**src/rtl/fnd_value_ctrl.sv**
```systemverilog
`default_nettype none
// ---------------------------------------------------------------------------
// fnd_value_ctrl : debounced run/clear/mode buttons and start/stop up-counter
// Rev 1.0 - initial release
// ---------------------------------------------------------------------------
module fnd_value_ctrl #(
  parameter int DEBOUNCE_CYCLES = 1_000_000,
  parameter int TICK_CYCLES     = 10_000_000
) (
  input  logic       iCLK,
  input  logic       inReset,
  input  logic       iBtnRun,
  input  logic       iBtnClr,
  input  logic       iBtnMode,
  output logic [7:0] oHex,
  output logic       oDisplayMode,
  output logic       oRunning
);

  localparam int c_DW   = $clog2(DEBOUNCE_CYCLES);
  localparam int c_TW   = $clog2(TICK_CYCLES);
  localparam int c_RUN  = 0;
  localparam int c_CLR  = 1;
  localparam int c_MODE = 2;
  localparam logic [c_DW-1:0] c_DEB_LAST  = c_DW'(DEBOUNCE_CYCLES - 1);
  localparam logic [c_TW-1:0] c_TICK_LAST = c_TW'(TICK_CYCLES - 1);

  logic [2:0] w_btn;
  logic [2:0] w_press;

  assign w_btn = {iBtnMode, iBtnClr, iBtnRun};

  for (genvar gi = 0; gi < 3; gi++) begin : g_btn
    logic [1:0]      r_sync;
    logic            r_deb;
    logic            r_deb_d;
    logic            r_evt;
    logic [c_DW-1:0] r_cnt;

    always_ff @(posedge iCLK or negedge inReset) begin
      if (!inReset) begin
        r_sync  <= '0;
        r_deb   <= 1'b0;
        r_deb_d <= 1'b0;
        r_evt   <= 1'b0;
        r_cnt   <= '0;
      end else begin
        r_sync  <= {r_sync[0], w_btn[gi]};
        r_deb_d <= r_deb;
        r_evt   <= r_deb & ~r_deb_d;
        if (r_sync[1] == r_deb) begin
          r_cnt <= '0;
        end else if (r_cnt == c_DEB_LAST) begin
          r_deb <= r_sync[1];
          r_cnt <= '0;
        end else begin
          r_cnt <= r_cnt + 1'b1;
        end
      end
    end

    assign w_press[gi] = r_evt;
  end

  typedef enum logic {ST_STOP = 1'b0, ST_RUN = 1'b1} state_t;

  state_t          r_state;
  logic [c_TW-1:0] r_pre;
  logic [7:0]      r_hex;
  logic            r_mode;
  logic            r_running;
  logic            w_tick;
  logic            w_mode_next;
  logic            w_zero;
  logic [7:0]      w_inc;

  // The increment wraps against the mode that will be in force after this edge.
  always_comb begin
    w_tick      = (r_state == ST_RUN) && (r_pre == c_TICK_LAST);
    w_mode_next = r_mode ^ w_press[c_MODE];
    w_zero      = w_press[c_MODE] && !r_mode && (r_hex > 8'd99);
    if (w_mode_next && (r_hex == 8'd99)) begin
      w_inc = 8'd0;
    end else begin
      w_inc = r_hex + 8'd1;
    end
  end

  always_ff @(posedge iCLK or negedge inReset) begin
    if (!inReset) begin
      r_state   <= ST_STOP;
      r_running <= 1'b0;
      r_mode    <= 1'b0;
      r_pre     <= '0;
      r_hex     <= '0;
    end else begin
      if (w_press[c_RUN]) begin
        r_state   <= (r_state == ST_RUN) ? ST_STOP : ST_RUN;
        r_running <= (r_state != ST_RUN);
      end
      r_mode <= w_mode_next;
      if (w_press[c_CLR]) begin
        r_pre <= '0;
      end else if (r_state == ST_RUN) begin
        r_pre <= w_tick ? '0 : r_pre + 1'b1;
      end
      if (w_press[c_CLR] || w_zero) begin
        r_hex <= '0;
      end else if (w_tick) begin
        r_hex <= w_inc;
      end
    end
  end

  assign oHex         = r_hex;
  assign oDisplayMode = r_mode;
  assign oRunning     = r_running;

endmodule
`default_nettype wire

```
**config.mk**
```make
export PLATFORM = sky130hd
export DESIGN_NAME = fnd_value_ctrl
export DESIGN_NICKNAME = d
export VERILOG_FILES = /design/src/rtl/fnd_value_ctrl.sv
export SDC_FILE = /design/constraint.sdc
export NUM_CORES = 1
export LEC_CHECK = 0
export CORE_MARGIN = 1.5
export CORE_UTILIZATION = 35
export DETAILED_ROUTE_END_ITERATION = 12
export PLACE_DENSITY = 0.61
export SYNTH_ARGS = -nofsm -noshare
export SYNTH_HDL_FRONTEND = slang
export SYNTH_SLANG_ARGS = --single-unit
export TNS_END_PERCENT = 100
```
**constraint.sdc**
```tcl
create_clock -name iCLK -period 5.1 [get_ports iCLK]
set_input_delay 1.53 -clock iCLK [delete_from_list [all_inputs] [get_ports iCLK]]
set_output_delay 1.53 -clock iCLK [all_outputs]
set_load 0.02 [all_outputs]
```
==> results summary <==
The main flop type after synthesis is sky130_fd_sc_hd__dfrtp_1. The buffer cell driving the clock tree root is sky130_fd_sc_hd__clkbuf_16. The synthesized area per cell came out at slightly above 10 um^2. In this run the biggest area consumer among cell types represents a little over half of the synthesized area. The area enclosed by the die boundary came out at between 15000 and 20000 um^2. The path with the worst hold slack has its endpoint at g_btn[2].r_sync[1].

The combined buffer and inverter count along the critical path is 1. The cell count after synthesis came out at ~500. The net count of the finished layout is 524. The count of instances resized after the clock tree is built is 0. The maximum operating frequency is 325 MHz. The number of top-level pins came out at 15. The worst register-to-register path ends at r_pre[14].

The die is between 100 and 150 um tall. The routed via count is around 3.5k. In this run, placement finished with an instance count of about 700. The category of cells accounting for the largest share of critical-path delay is buffers and inverters. The sum of net half-perimeters after detailed placement came out at 6200 um.

In this run the number of H-tree levels came out at 3. The largest fanout of any net on the critical path is 11. The die width came out at 124 um. After clock tree synthesis, the clock-pin slew on the worst setup and hold paths is 0.07 ns. Leaving out filler cells and counting taps, the final layout contains ~700. In the final timing run, aggregate negative setup slack is 0 ns.

The first-pass GRT wire length is between 15000 and 20000 um. The number of fill cells in the layout is ~1.4k. In this run, synthesis inferred 0 flip-flops with an integrated enable. The clock share of power came out at a little over two fifths. In the final layout, the share of cells above drive strength 1 is 6.56%. The number of clock sinks is between 100 and 150.

The maximum resistive drop on vdd is roughly 0.00016 V. The worst setup path is captured at an output pin. The diode insertion count for antenna repair is 0. The critical path arrival is about 1.5 ns. For this run, the total global-route usage over all layers was measured as between 10% and 20%.

The synthesized design contains 109 register bits. The number of global-route vias before repair came out at between 3k and 4k. In this run the most critical hold path is launched from g_btn[2].r_sync[0].

In this run, flip-flops and latches consume a little over half of the power. The largest net degree at the start of global routing came out at 84. Setup violations remaining at the end of the flow were counted as 0. The register-to-register setup slack is around 2.7 ns.

The library cell with the highest instance count after synthesis is sky130_fd_sc_hd__dfrtp_1. The buffer count from post-CTS setup fixing came out at 0. The effective utilization at floorplan came out at 36.3%.

The power density of the placed cells came out at roughly 280 nW/um^2. The fraction of registers with async set/reset came out at 100%. The min-delay analysis places its worst path in the category reg2reg.

The synthesized net count is ~500. The number of clock buffers added by TritonCTS is 9. The hold violation total from the final report is 0. The total net switching power is between 0.3 and 0.4 mW. STA classifies the critical path startpoint as a flop. The critical path's largest stage delay came out at around 0.67 ns. The maximum clock path buffer count is 2. The detailed-router iteration count before antenna repair is 4. The internal portion of the total power is ~1.3 mW. The required time at the endpoint of the critical path came out at ~3.6 ns. The critical path goes through clkdlybuf4s50_1. The count of warnings emitted by yosys came out at 0. The final critical path takes up 60.3% of the cycle. The routed wire length is between 9000 and 10000 um.

Routability-driven placement finished with a final weighted congestion of around 0.80. The total of hold buffers inserted after clock tree synthesis came out at 0. Max-cap violations in this run came to 0. The final core utilization is 40.6%. The initial DRC count is 220. The worst register-to-register path has a depth of 6. The cell count of the worst hold path is 0. During placement, the flow inserted port buffers numbering 14.

TritonCTS built the clock tree. The proportion of synthesized chip area in sequential cells is roughly 54%. The switching power share of the total is between 20% and 30%.

The average wire per standard cell came out at 13.3 um. The post-detailed-route DRC marker count is 0. The later pin in the worst-skew pair is clocked with a latency of 0.34 ns.

The number of distinct library cell variants in the gate-level netlist after synthesis is between 40 and 50. The worst register-to-register path begins at r_pre[0]. The initial antenna violation count is 0. By area the synthesized netlist is led by sky130_fd_sc_hd__dfrtp_1 54%, sky130_fd_sc_hd__xor2_1 9.3%, sky130_fd_sc_hd__nor2_1 7.1%.

The run finished with clean final reports. The minimum hold slack came out at approximately 0.36 ns. The static power due to leakage came out at 2.52 nW. The biggest area contributor in the post-synthesis netlist is sky130_fd_sc_hd__dfrtp_1. Global routing finished with a remaining overflow of 0. The minimum period implied by the final worst setup slack is about 3.1 ns. The worst slew slack as a fraction of its limit came out at between 30% and 40%. Counting instances in the post-synthesis netlist gives the leading cell types as 109 x sky130_fd_sc_hd__dfrtp_1, 97 x sky130_fd_sc_hd__nor2_1, 54 x sky130_fd_sc_hd__xor2_1. The slew of the pin with the lowest slew margin is between 1 and 1.5 ns. The synthesis-to-layout area growth is 11.9%. The logic gate share of total power came out at roughly 2.4%.

The mapped cell area is 5090 um^2. Tracing the worst setup path back leads to its startpoint at r_state. Dividing the detail-routed via count by the number of cells gives ~5. Setup repair after global routing left no endpoint under its margin.

The largest individual stage delay along the critical path comes from the cell sky130_fd_sc_hd__clkdlybuf4s50_1. The final max-slew violation count is 0. Clock skew on the completed layout was measured at ~0.0058 ns. The critical path is of the reg2out type. The count of nets left with antenna violations once routing finished came out at 0.

The area of the core region came out at approximately 14000 um^2. In this run the core area contains 43 standard-cell rows.
-- state kept, by name, summed over array words and instances, names as in the netlist --
signal	flops
g_btn.r_cnt	60
r_pre	24
oHex	8
g_btn.r_sync	6
g_btn.r_deb	3
g_btn.r_deb_d	3
g_btn.r_evt	3
oDisplayMode	1
r_state	1
-- final cells by class --
type                            instances  area, um^2  area share [%]
Clock inverter                          7        73.8            1.30
Clock buffer                            9         225            3.95
Sequential cell                       109        2730            47.9
Multi-Input combinational cell        367        2260            39.7
Inverter                               11        41.3           0.724
Timing Repair Buffer                   15         145            2.55
Tap cell                              180         225            3.95
-- cells in the final DEF, fill, tap and decap left out, types with 2 or more instances in the layout --
cell type                           n
sky130_fd_sc_hd__dfrtp_1          109
sky130_fd_sc_hd__or3_1              6
sky130_fd_sc_hd__nor4b_1            3
sky130_fd_sc_hd__or2_2              2
sky130_fd_sc_hd__nand4_1           23
sky130_fd_sc_hd__nand2_1           30
sky130_fd_sc_hd__nor2_1            97
sky130_fd_sc_hd__a21o_2             2
sky130_fd_sc_hd__nand2b_1           4
sky130_fd_sc_hd__clkinv_2           2
sky130_fd_sc_hd__and4_1             4
sky130_fd_sc_hd__and3_1            15
sky130_fd_sc_hd__a21oi_1            8
sky130_fd_sc_hd__inv_1             11
sky130_fd_sc_hd__o21ai_0            2
sky130_fd_sc_hd__nand3_1           34
sky130_fd_sc_hd__and2_1             3
sky130_fd_sc_hd__clkbuf_16          9
sky130_fd_sc_hd__ha_1               6
sky130_fd_sc_hd__and3_2             2
sky130_fd_sc_hd__clkinv_4           2
sky130_fd_sc_hd__clkdlybuf4s50_1   13
sky130_fd_sc_hd__xor2_1            54
sky130_fd_sc_hd__xnor2_1           26
sky130_fd_sc_hd__nor3_1             6
sky130_fd_sc_hd__o21ai_1            4
sky130_fd_sc_hd__nor2b_1            4
sky130_fd_sc_hd__buf_4              2
sky130_fd_sc_hd__nor4_1            10
sky130_fd_sc_hd__nand4b_1           2
sky130_fd_sc_hd__mux2_2             3
sky130_fd_sc_hd__o211ai_1           2
-- worst max-delay path by stage --
stage                               endpoint  slack [ns]  cells past startpoint
after CTS                           oRunning        2.02                      1
final                               oRunning        2.03                      1
after detailed placement   g_btn[0].r_cnt[9]        2.34                      2
after floorplan                      oHex[2]        3.07                      0
after global placement    g_btn[0].r_cnt[10]        2.38                      2
after global routing                oRunning        1.93                      1
-- power by group through the flow --
stage,sequential [mW],combinational (mW),clock [mW]
3_5_place_dp,0.896,0.0401,0
4_1_cts,0.879,0.0405,0.721
3_3_place_gp,0.895,0.0389,0
5_1_grt,0.880,0.0458,0.752
2_1_floorplan,0.895,0.0176,0
6_report,0.879,0.0381,0.703
-- cells by family after synthesis --
kind of cell / Yosys count / share of synthesized area [%]
multiplexers: 3 / 0.663
buffers and inverters: 22 / 2.06
flip-flops: 109 / 53.5
AO/OA/AOI/OAI: 22 / 2.85
XOR/XNOR: 80 / 13.8
adder cells (fa/ha/maj): 6 / 1.47
AND/OR/NAND/NOR: 256 / 25.6
-- per-layer routing --
metal | routed length [um] | up-vias | share of wire [%] | GRT usage [%]
met5 | 0 | - | 0 | 0
met4 | 123 | 0 | 1.3 | 4.53
met3 | 317 | 12 | 3.4 | 3.57
met2 | 4270 | 50 | 46 | 21.8
met1 | 4610 | 1741 | 49 | 18.2
li1 | - | 1722 | - | -
-- through the flow --
step                setup slack, ns  area (um^2)  power, mW
CTS                            2.02         5700       1.64
global route                   1.93         5700       1.68
global placement               2.38         5400      0.934
floorplan                      3.07         5090      0.912
finish                         2.03         5700       1.62
detailed placement             2.34         5400      0.936
(Power assumes the default switching activity.)
